<file path="src/rtl/bcd_cascade_ctrl.sv">
// ============================================================================
//  Module      : bcd_cascade_ctrl
//  Description : Enable/clear sequencer for a units+tens BCD counter cascade
//                that counts 00..terminal, wraps to 00 and emits a tick.
//  Revision    : 1.0 - initial release
// ============================================================================
`default_nettype none

module bcd_cascade_ctrl (
    input  logic       clk,
    input  logic       rst,
    input  logic       start,
    input  logic       stop,
    input  logic [7:0] term_bcd,
    input  logic [3:0] cnt_u,
    input  logic [3:0] cnt_t,
    output logic       en_u,
    output logic       en_t,
    output logic       clr_u,
    output logic       clr_t,
    output logic       tick,
    output logic       busy,
    output logic       cfg_err
);

    localparam logic [2:0] c_IDLE  = 3'd0;
    localparam logic [2:0] c_CLR   = 3'd1;
    localparam logic [2:0] c_RUN   = 3'd2;
    localparam logic [2:0] c_UWRAP = 3'd3;
    localparam logic [2:0] c_TWRAP = 3'd4;

    logic [2:0] r_state;
    logic [7:0] r_term;
    logic       r_clr_u;
    logic       r_clr_t;
    logic       r_tick;
    logic       r_busy;
    logic       r_cfg_err;

    logic       w_at_term;
    logic       w_u_nine;
    logic       w_term_ok;
    logic       w_en_u;
    logic       w_en_t;

    assign w_at_term = ({cnt_t, cnt_u} == r_term);
    assign w_u_nine  = (cnt_u == 4'd9);
    assign w_term_ok = (term_bcd[7:4] <= 4'd9) && (term_bcd[3:0] <= 4'd9) &&
                       (term_bcd != 8'h00);

    // Units are never enabled at 9; the tens step takes that edge instead.
    always_comb begin
        w_en_u = 1'b0;
        w_en_t = 1'b0;
        if (r_state == c_RUN && !stop) begin
            if (!w_at_term) begin
                if (w_u_nine) begin
                    w_en_t = 1'b1;
                end else begin
                    w_en_u = 1'b1;
                end
            end
        end
    end

    // Clear/tick flops are loaded on entry to the state they belong to, so
    // the counters' async clears only ever see a flop output.
    always_ff @(posedge clk or posedge rst) begin
        if (rst) begin
            r_state   <= c_IDLE;
            r_term    <= 8'h00;
            r_clr_u   <= 1'b0;
            r_clr_t   <= 1'b0;
            r_tick    <= 1'b0;
            r_busy    <= 1'b0;
            r_cfg_err <= 1'b0;
        end else begin
            r_clr_u   <= 1'b0;
            r_clr_t   <= 1'b0;
            r_tick    <= 1'b0;
            r_cfg_err <= 1'b0;
            if (r_state == c_IDLE) begin
                if (start && !stop) begin
                    if (w_term_ok) begin
                        r_term  <= term_bcd;
                        r_state <= c_CLR;
                        r_clr_u <= 1'b1;
                        r_clr_t <= 1'b1;
                        r_busy  <= 1'b1;
                    end else begin
                        r_cfg_err <= 1'b1;
                    end
                end
            end else if (stop) begin
                r_state <= c_IDLE;
                r_busy  <= 1'b0;
            end else begin
                case (r_state)
                    c_CLR, c_UWRAP, c_TWRAP: begin
                        r_state <= c_RUN;
                    end
                    c_RUN: begin
                        if (w_at_term) begin
                            r_state <= c_TWRAP;
                            r_clr_u <= 1'b1;
                            r_clr_t <= 1'b1;
                            r_tick  <= 1'b1;
                        end else if (w_u_nine) begin
                            r_state <= c_UWRAP;
                            r_clr_u <= 1'b1;
                        end
                    end
                    default: begin
                        r_state <= c_IDLE;
                        r_busy  <= 1'b0;
                    end
                endcase
            end
        end
    end

    assign en_u    = w_en_u;
    assign en_t    = w_en_t;
    assign clr_u   = r_clr_u;
    assign clr_t   = r_clr_t;
    assign tick    = r_tick;
    assign busy    = r_busy;
    assign cfg_err = r_cfg_err;

endmodule

`default_nettype wire

</file>
<file path="config.mk">
export PLATFORM = sky130hd
export DESIGN_NAME = bcd_cascade_ctrl
export DESIGN_NICKNAME = d
export VERILOG_FILES = /design/src/rtl/bcd_cascade_ctrl.sv
export SDC_FILE = /design/constraint.sdc
export NUM_CORES = 1
export LEC_CHECK = 0
export CORE_MARGIN = 2
export CORE_UTILIZATION = 42
export CTS_CLUSTER_SIZE = 16
export DETAILED_ROUTE_END_ITERATION = 7
export GPL_ROUTABILITY_DRIVEN = 0
export GPL_TIMING_DRIVEN = 0
export PLACE_DENSITY = 0.71
export SKIP_CTS_REPAIR_TIMING = 1
export SLEW_MARGIN = 10
export SYNTH_ARGS = -nofsm -noshare
export SYNTH_HDL_FRONTEND = slang
export SYNTH_SLANG_ARGS = --single-unit
</file>
<file path="constraint.sdc">
create_clock -name clk -period 2.1 [get_ports clk]
set_input_delay 0.525 -clock clk [delete_from_list [all_inputs] [get_ports clk]]
set_output_delay 0.525 -clock clk [all_outputs]
set_load 0.01 [all_outputs]
</file>
==> flow_metrics.py <==
metrics = {
    "setup_path": {
        "critical_path_class": "flop to output port",
        "end_kind": "output port",
        "worstSetupStartpointType": "flop",
        "critPathRequiredTime_ns": 1.57,
        "critPathMaxFanout": 4,
        "cp_data_arrival_time_ns": 1.47,
    },
    "synthesis": {
        "ys_types": 25,
        "syn_inst": 67,
        "syn-num-nets": 87,
        "ys_seq_area_share_pct": 48.78,
        "syn_area_sq_um": 820.8,
        "ys_seq_elements": 16,
        "synth_warnings": 0,
        "syn_area_per_cell_sq_um": 12.25,
    },
    "layout": {
        "fill_cells": 146,
        "fin_cells": 123,
        "seqCellArea_sq_um": 400.4,
        "area_growth_syn_to_layout_pct": 44.51,
        "final_common_cell": "dfrtp_1",
        "fin_util_pct": 66.53,
        "drive_gt1_share_pct": 23.47,
        "design_area_sq_um": 1186,
        "final_nets": 119,
        "multiInputGateArea_sq_um": 415.4,
        "diodes": 0,
        "layout_common_cells": "dfrtp_1, clkdlybuf4s50_1, dlymetal6s2s_1, xnor2_1, mux2_4",
    },
    "clock_tree": {
        "cts_buffer_depth": 2,
        "clk_pin_slew_worst_paths_ns": 0.09,
        "cts_tree": "built",
        "cts_made_buffers": 3,
        "clock-root-buffer": "clkbuf_4",
        "clock_latency_ns": 0.27,
        "cts.sinks": 16,
        "htreeDepth": 1,
    },
    "route": {
        "totalWireLength_mm": 1.626,
        "vias": 628,
        "route.detailed.drc": 0,
        "firstDrtPassIters": 2,
        "wl_per_cell_um": 13.22,
        "drtIter0Drc": 3,
        "vias_per_cell": 5.106,
        "ant_nets": 0,
    },
    "floorplanning": {
        "die_h_um": 48.21,
        "core-area_sq_um": 1783,
        "initial_core_util_pct": 46.04,
        "ioPinCount": 27,
        "dieArea_sq_um": 2324,
        "die_w_um": 48.21,
        "core.rowCount": 15,
    },
    "grt": {
        "track_usage_pct": 15.53,
        "grt_pass1_wl_mm": 2.387,
        "grt_max_degree": 17,
        "antenna_found_initial": 0,
        "grt_pass1_vias": 550,
        "grt_overflow": 0,
    },
    "placed_design": {
        "placed_cell_area_sq_um": 1112,
        "dp_hpwl_mm": 1.294,
        "dp_cells": 118,
        "io_buffers": 26,
    },
    "flow_run": {
        "maxCapViolCount": 0,
    },
    "pwr": {
        "power.switching_mw": 0.2096,
        "cellPowerDensity_nw_per_um2": 698.2,
        "p_clk_share_pct": 23.5,
        "swShare_pct": 25.31,
        "ir_worst_vdd_mv": 0.4319,
        "seqPwrFrac_pct": 48.5,
        "power_frac_comb_pct": 28.0,
        "p_int_mw": 0.6186,
        "leakagePower_nw": 0.5623,
    },
    "sta": {
        "hold_viol": 0,
        "drv_slew": 0,
        "fin_skew_ns": 0.001179,
        "max-slew-margin-rel_pct": 61.56,
        "worst_pin_slew_ns": 0.5759,
        "finalSetupViolations": 0,
        "fin_tns_setup_ns": 0,
        "holdWs_ns": 0.5355,
        "min_period_ns": 1.991,
        "fmax_ghz": 0.5024,
        "rsz0062_at_grt": "false",
        "fin_crit_sh_pct": 94.79,
    },
    "outcome": {
        "status": "complete, no violations",
    },
    "hold_path": {
        "hold_path_class": "flop to flop",
    },
}
-- layout make-up --
type                       instances  area share (%)
timing repair buffer              27           23.63
inverter                           3          0.9494
clock buffer                       4           3.059
multi-input combinational         47           35.02
sequential                        16           33.76
tap                               25           2.637
buffer                             1          0.9494
-- flip-flops by register name (all words and copies together) (netlist names) --
register	cells
cfg_err	1
clr_t	1
r_term	8
tick	1
clr_u	1
r_state	3
busy	1
-- final timing paths --
kind                            cells after the start        from   endpoint  slack [ns]
worst max register to register                      5  r_state[1]  r_term[1]        0.40
max in group asynchronous                           2         rst  r_term[4]        1.13
worst min register to register                      1   r_term[7]  r_term[7]        0.54
worst min-delay path                                1   r_term[7]  r_term[7]        0.54
worst max-delay path                                5   r_term[1]       en_u        0.11
min in group asynchronous                           2         rst  r_term[6]        0.60
-- per-stage QoR --
stage | total power [mW] | setup WS (ns)
after global routing | 0.8685 | 0.01769
final | 0.8282 | 0.1094
after global placement | 0.6255 | -0.6020
after detailed placement | 0.6367 | -0.6409
after floorplan | 0.5446 | 0.4006
after CTS | 0.8300 | -0.6456
-- synthesized netlist by cell type, drive strengths merged --
library cell	number	share of area, %
a211oi	1	0.91
a2bb2oi	1	1.1
a311oi	1	1.8
a31oi	2	1.5
buf	1	1.4
dfrtp	16	49
inv	3	1.4
mux2	8	14
nand2	1	0.46
nand3	1	1.2
nand3b	1	0.91
nand4	2	1.5
nand4bb	1	1.4
nor2	7	4.1
nor3	3	1.8
nor3b	2	1.8
nor4	1	1.5
o21ai	2	1.2
o22a	1	1.1
o41ai	1	1.1
or2	1	0.76
or3	2	1.5
xnor2	8	8.5
-- cells by family after synthesis --
logic type                count (synthesis)  share of synthesized area (%)
and+or+nand+nor                          22                          17.07
DFF                                      16                          48.78
AOI/OAI and AO/OA                         9                          8.689
muxes                                     8                          14.18
buffers and inverters                     4                          2.744
xor gates and xnor gates                  8                          8.537
-- metal layers --
metal | wire (um) | share of wire (%) | GRT usage, % | vias to the layer above
met4 | 13 | 0.80 | 4.865 | 0
li1 | - | - | - | 306
met3 | 92 | 5.7 | 4.444 | 2
met2 | 859 | 53 | 26.84 | 21
met1 | 661 | 41 | 18.54 | 299
met5 | 0 | 0 | 0 | -
-- power by group through the flow --
stage                     clock, mW  sequential [mW]  combinational (mW)
after floorplan                   0            0.401               0.143
after global placement            0            0.405               0.221
after detailed placement          0            0.409               0.228
after CTS                     0.199            0.403               0.228
after global routing          0.209            0.409               0.250
final                         0.195            0.401               0.232
-- critical path, stage by stage, from the launching register on --
cell     delay, ns
dfrtp_1       0.41
xnor2_1       0.17
nand4_1       0.21
nor2_4        0.20
nor3b_2       0.06
buf_2         0.14
No activity file was read; power rests on OpenSTA's default activity.
